--- src/rtl/game_state_controller.sv ---
// Game-state sequencer: resynchronises the frame clock, applies per-frame hit rules,
// and drives scores, sprite-existence flags and screen selects for the colour mapper.
module game_state_controller #(
    parameter int unsigned WIN_SCORE      = 10,
    parameter int unsigned RESPAWN_FRAMES = 60
) (
    input  logic       Clk,
    input  logic       Reset,
    input  logic       frame_clk,
    input  logic       start_key,
    input  logic [8:0] user1_hit_fish,
    input  logic [8:0] user2_hit_fish,
    input  logic       user1_hit_shark,
    input  logic       user2_hit_shark,
    output logic [7:0] score1,
    output logic [7:0] score2,
    output logic [8:0] fish_exist,
    output logic       user1_exist,
    output logic       user2_exist,
    output logic       shark1_exist,
    output logic       is_start,
    output logic       is_user1win,
    output logic       is_user2win
);

    typedef enum logic [1:0] {
        ST_START    = 2'd0,
        ST_PLAY     = 2'd1,
        ST_USER1WIN = 2'd2,
        ST_USER2WIN = 2'd3
    } state_t;

    localparam logic [7:0] WIN_LVL     = 8'(WIN_SCORE);
    localparam logic [7:0] RESPAWN_LVL = 8'(RESPAWN_FRAMES);

    function automatic logic [3:0] popcount9(input logic [8:0] v);
        logic [3:0] c;
        c = '0;
        for (int i = 0; i < 9; i++) c = c + {3'b000, v[i]};
        return c;
    endfunction

    state_t          state, state_n;
    logic            frame_s1, frame_s2, frame_s3, tick;
    logic            start_prev, start_edge;
    logic [8:0][7:0] cnt, cnt_n;
    logic [7:0]      score1_n, score2_n;
    logic [8:0]      fish_n;
    logic            user1_n, user2_n;
    logic [8:0]      cred1, cred2, eaten;
    logic [8:0]      sum1, sum2;

    assign start_edge   = start_key & ~start_prev;
    assign is_start     = (state != ST_START);
    assign is_user1win  = (state == ST_USER1WIN);
    assign is_user2win  = (state == ST_USER2WIN);
    assign shark1_exist = (state != ST_PLAY);

    // Fish credit: only visible fish, only live users; a shared fish goes to user1.
    assign cred1 = user1_hit_fish & ~fish_exist & {9{~user1_exist}};
    assign cred2 = user2_hit_fish & ~fish_exist & {9{~user2_exist}} & ~cred1;
    assign eaten = cred1 | cred2;
    assign sum1  = {1'b0, score1} + {5'b00000, popcount9(cred1)};
    assign sum2  = {1'b0, score2} + {5'b00000, popcount9(cred2)};

    always_comb begin
        // NOTE: every comb output gets a default first so no path leaves it unassigned (no latches).
        state_n  = state;
        score1_n = score1;
        score2_n = score2;
        fish_n   = fish_exist;
        user1_n  = user1_exist;
        user2_n  = user2_exist;
        cnt_n    = cnt;

        unique case (state)
            ST_START: begin
                if (start_edge) begin
                    state_n  = ST_PLAY;
                    score1_n = '0;
                    score2_n = '0;
                    fish_n   = '0;
                    user1_n  = 1'b0;
                    user2_n  = 1'b0;
                    cnt_n    = '0;
                end
            end
            ST_PLAY: begin
                if (tick) begin
                    score1_n = sum1[8] ? 8'hFF : sum1[7:0];
                    score2_n = sum2[8] ? 8'hFF : sum2[7:0];
                    user1_n  = user1_exist | user1_hit_shark;
                    user2_n  = user2_exist | user2_hit_shark;
                    for (int i = 0; i < 9; i++) begin
                        if (eaten[i]) begin
                            fish_n[i] = 1'b1;
                            cnt_n[i]  = RESPAWN_LVL;
                        end else if (fish_exist[i] && cnt[i] != 8'd0) begin
                            cnt_n[i] = cnt[i] - 8'd1;
                            if (cnt[i] == 8'd1) fish_n[i] = 1'b0;
                        end
                    end
                    // Game-over test sees this tick's updated scores and deaths.
                    if (score1_n >= WIN_LVL || score2_n >= WIN_LVL || (user1_n && user2_n)) begin
                        state_n = (score1_n >= score2_n) ? ST_USER1WIN : ST_USER2WIN;
                        fish_n  = '1;
                        user1_n = 1'b1;
                        user2_n = 1'b1;
                    end
                end
            end
            ST_USER1WIN, ST_USER2WIN: begin
                if (start_edge) state_n = ST_START;
            end
            default: state_n = ST_START;
        endcase
    end

    // NOTE: sequential state uses non-blocking assignments so all flops update from pre-edge values.
    always_ff @(posedge Clk) begin
        if (Reset) begin
            state       <= ST_START;
            frame_s1    <= 1'b0;
            frame_s2    <= 1'b0;
            frame_s3    <= 1'b0;
            tick        <= 1'b0;
            start_prev  <= 1'b0;
            score1      <= '0;
            score2      <= '0;
            fish_exist  <= '1;
            user1_exist <= 1'b1;
            user2_exist <= 1'b1;
            // NOTE: the respawn counters are a handful of flops, so clearing them on reset is cheap and keeps state defined.
            cnt         <= '0;
        end else begin
            frame_s1    <= frame_clk;
            frame_s2    <= frame_s1;
            frame_s3    <= frame_s2;
            tick        <= frame_s2 & ~frame_s3;
            start_prev  <= start_key;
            state       <= state_n;
            score1      <= score1_n;
            score2      <= score2_n;
            fish_exist  <= fish_n;
            user1_exist <= user1_n;
            user2_exist <= user2_n;
            cnt         <= cnt_n;
        end
    end

endmodule
--- config.mk ---
export PLATFORM = sky130hd
export DESIGN_NAME = game_state_controller
export DESIGN_NICKNAME = d
export VERILOG_FILES = /design/src/rtl/game_state_controller.sv
export SDC_FILE = /design/constraint.sdc
export NUM_CORES = 1
export LEC_CHECK = 0
export CORE_MARGIN = 5
export CORE_UTILIZATION = 45
export DETAILED_ROUTE_END_ITERATION = 10
export PLACE_DENSITY = 0.62
export SYNTH_ARGS = -nofsm -noshare
export SYNTH_HDL_FRONTEND = slang
export SYNTH_SLANG_ARGS = --single-unit
--- constraint.sdc ---
create_clock -name Clk -period 14.9 [get_ports Clk]
set_clock_uncertainty 0.2 [all_clocks]
set_input_delay 2.98 -clock Clk [delete_from_list [all_inputs] [get_ports Clk]]
set_output_delay 2.98 -clock Clk [all_outputs]
set_load 0.1 [all_outputs]
==> results of run 1 <==
==> logic make-up after synthesis <==
kind of cell	count (synthesis)	synth area share, %
AO/OA/AOI/OAI	233	22.10
XOR/XNOR	23	2.916
adder cells (fa/ha/maj)	50	10.25
buffers and inverters	82	5.017
flip-flops	106	30.72
multiplexers	3	0.4347
AND/OR/NAND/NOR	377	28.56
==> metal layers <==
| layer | vias to the layer above | share of wire, % | track usage (%) |
|---|---|---|---|
| met1 | 3082 | 47 | 26.79 |
| met5 | - | 0 | 0 |
| met3 | 31 | 5.4 | 5.326 |
| li1 | 3208 | - | - |
| met2 | 166 | 46 | 33.02 |
| met4 | 0 | 1.7 | 6.057 |
==> cell type report <==
| class | count | area [um2] | area share [%] |
|---|---|---|---|
| clock buffers | 11 | 242.7 | 3.100 |
| clock inverters | 5 | 63.81 | 0.8148 |
| inverters | 40 | 150.1 | 1.917 |
| multi-input cells | 686 | 4442 | 56.72 |
| flip-flops and latches | 106 | 2122 | 27.10 |
| well taps | 188 | 235.2 | 3.004 |
| repair buffers | 59 | 575.6 | 7.349 |
==> power by group through the flow <==
| stage | Sequential [uW] | Combinational, uW | Clock, uW |
|---|---|---|---|
| after floorplan | 390 | 212 | 0 |
| after global placement | 360 | 301 | 0 |
| after detailed placement | 361 | 308 | 0 |
| after CTS | 355 | 310 | 259 |
| after global routing | 361 | 345 | 270 |
| final | 356 | 309 | 250 |
==> metrics by stage <==
| step | instance area (um2) | hold WS, ns | std cells | setup WS, ns | total power (uW) |
|---|---|---|---|---|---|
| 4_1_cts | 7831 | 0.2027 | 1095 | 6.602 | 923.2 |
| 5_1_grt | 7831 | 0.2324 | 1095 | 6.243 | 975.4 |
| 6_report | 7831 | 0.2025 | 1095 | 6.515 | 914.3 |
| 3_3_place_gp | 7525 | 0.1774 | 1079 | 6.278 | 660.7 |
| 2_1_floorplan | 6908 | 0.1674 | 874 | 7.148 | 602.7 |
| 3_5_place_dp | 7525 | 0.1838 | 1079 | 6.235 | 668.6 |
==> registers in the layout (all words and copies together), names as in the netlist <==
register / count
cnt: 72
fish_exist: 9
frame_s1: 1
frame_s2: 1
frame_s3: 1
score1: 8
score2: 8
start_prev: 1
state: 2
tick: 1
user1_exist: 1
user2_exist: 1
==> cells in the mapped netlist, types with 17 or more instances <==
library cell	count
nor2b_1	17
nor2_1	89
a21oi_1	91
clkbuf_1	28
nand2b_1	24
nor4_1	17
o21ai_0	37
ha_1	39
nand3_1	31
a211oi_1	24
dfxtp_1	106
nor3_1	58
nand2_1	77
inv_1	40
xnor2_1	18
==> final timing paths <==
path                                 end         startpoint  slack [ns]
worst max register to register  state[0]        user1_exist        9.01
worst min-delay path                tick           frame_s3        0.20
worst max-delay path            state[0]  user1_hit_fish[2]        6.51
worst min register to register      tick           frame_s3        0.20
==> impl_metrics.yaml, run 1 <==
power:
  swShare_pct: 38.26
  max-vdd-ir-drop_uv: 63.40
  intPower_uw: 564.4
  p_seq_share_pct: 38.9
  p_switching_uw: 349.8
  power_density_nw_per_um2: 116.7
  power.leakage_uw: 0.002933
  p_comb_share_pct: 33.8
  clock_power_share_pct: 27.3
placed_design:
  place.port_buffers: 54
  dpl.hpwl_mm: 12.98
  finalWeightedCongestion: 0.8528
setup_path:
  crit_chain: "clkdlybuf4s50_1 > nor3b_1 > nor2b_1 > fa_1 > inv_1 > fa_1 > inv_1 > fa_1 > ha_1 > fa_1 > a211oi_2 > nor3_1 > or2_2 > ha_1 > nand2b_1 > a21o_1 > a21o_1 > a211oi_1 > o32ai_1 > o21ai_0 > nor2b_1"
  worstPathArrival_ns: 8.48
  cp.depth: 21
  crit_required_ns: 15.00
  worst-setup-path-type: "input pin to flip-flop"
  crit_top_cell: "fa_1"
  crit_family: "adder cells"
  crit_slowest_cell: "fa_1"
  end_kind: "flip-flop"
  cp_max_fo: 5
  max_stage_delay_ns: 0.52
  critical_path_buf_inv_count: 3
  cp-start-kind: "input pin"
  rr_worst_depth: 20
global_routing:
  antenna_found_initial: 0
  grt_max_degree: 60
  grt_overflow: 0
  first_global_vias: 6203
  grt_pass1_wl_mm: 30.18
  track_usage_pct: 20.38
floorplanning:
  rows: 45
  core_area_um2: 15150
  die_area_um2: 17930
  io_pins: 55
  die_x_um: 133.9
  fp.dieH_um: 133.9
  initial_core_util_pct: 45.61
logic_synthesis:
  synth.distinct_cells: 72
  yosysTopAreaCell: "dfxtp_1"
  synthCells: 874
  syn-num-nets: 948
  syn_avg_cell_area_um2: 7.904
  ys_warn_count: 0
  synth.top_cells.by_area: "dfxtp_1 (31%), ha_1 (7.1%), a21oi_1 (6.6%), nor2_1 (4.8%), nor3_1 (4.2%)"
  netlist_area_um2: 6908
  synth-seq-cells: 106
  post-synth-top-area-fraction_pct: 30.72
  synth-main-ff-cell: "dfxtp_1"
  synth_edf_count: 0
  synthArstFlopShare_pct: 0
  synth-seq-area-share_pct: 30.72
final_layout:
  fillerInstances: 1417
  nNetsFinal: 976
  final_cell_mix: "dfxtp_1 (106), a21oi_1 (91), nor2_1 (89)"
  layout_commonest_cell: "dfxtp_1"
  finalCoreUtilization_pct: 51.71
  synthToLayoutAreaGrowth_pct: 13.37
  drive_gt1_share_pct: 5.954
  diodes: 0
sta:
  fmax_mhz: 119.3
  setup_viol: 0
  rsz0062_at_grt: "no"
  slew_violations: 0
  relSlewSlack_pct: 29.68
  hold_viol: 0
  tns_ns: 0
  min_period_ns: 8.385
  worst_pin_slew_ns: 1.044
  min_period_over_period_pct: 56.28
clock_tree:
  cts_resized: 0
  clk_pin_slew_ns: 0.08
  cts_setup_buffers: 0
  cts_max_path_buffers: 2
  root_buffer: "clkbuf_16"
  ctsHtreeMaxLevel: 3
  postCtsHoldBufs: 0
  numCtsBuffers: 9
  cts_tree: "done"
  clock_latency_ns: 0.36
  cts_sinks: 106
detailed_routing:
  ant_nets: 0
  drt-total-wl_mm: 18.21
  drt_first_pass_iters: 5
  wl_per_cell_um: 16.63
  vias: 6487
  route.detailed.drc: 0
  dr.first_iter.drc_count: 373
  vias_per_cell: 5.924
hold_path:
  hp-class: "flip-flop to flip-flop"
  worstHoldPathCells: 1
flow_run:
  max-cap-violations: 0
run_status:
  status: "finished, final reports clean"
Power figures use the tool's default switching activity.
==> inputs of run 2 (changes only) <==
==> constraint.sdc (replaced) <==
create_clock -name Clk -period 8.3 [get_ports Clk]
set_clock_uncertainty 0.2 [all_clocks]
set_input_delay 1.66 -clock Clk [delete_from_list [all_inputs] [get_ports Clk]]
set_output_delay 1.66 -clock Clk [all_outputs]
set_load 0.1 [all_outputs]
==> results of run 2 <==
The final DEF is identical to that of run 1. Status: finished, final reports clean.
Main changes from that run: setup slack after placement 6.235 ns -> 0.9553 ns; setup slack after layout 6.515 ns -> 1.235 ns; register-to-register setup slack 9.01 ns -> 2.41 ns; total power 914.3 uW -> 1641 uW; worst IR drop on VDD 63.40 uV -> 113.8 uV
==> inputs of run 3 (changes only) <==
--- a/config.mk
+++ b/config.mk
@@ -9,6 +9,7 @@
 export CORE_UTILIZATION = 45
 export DETAILED_ROUTE_END_ITERATION = 10
 export PLACE_DENSITY = 0.62
+export SKIP_CTS_REPAIR_TIMING = 1
 export SYNTH_ARGS = -nofsm -noshare
 export SYNTH_HDL_FRONTEND = slang
 export SYNTH_SLANG_ARGS = --single-unit
==> results of run 3 <==
The final DEF is identical to that of run 1. Status: finished, final reports clean.
Main changes from that run: setup slack after placement 6.235 ns -> 0.9553 ns; setup slack after layout 6.515 ns -> 1.235 ns; register-to-register setup slack 9.01 ns -> 2.41 ns; total power 914.3 uW -> 1641 uW; worst IR drop on VDD 63.40 uV -> 113.8 uV
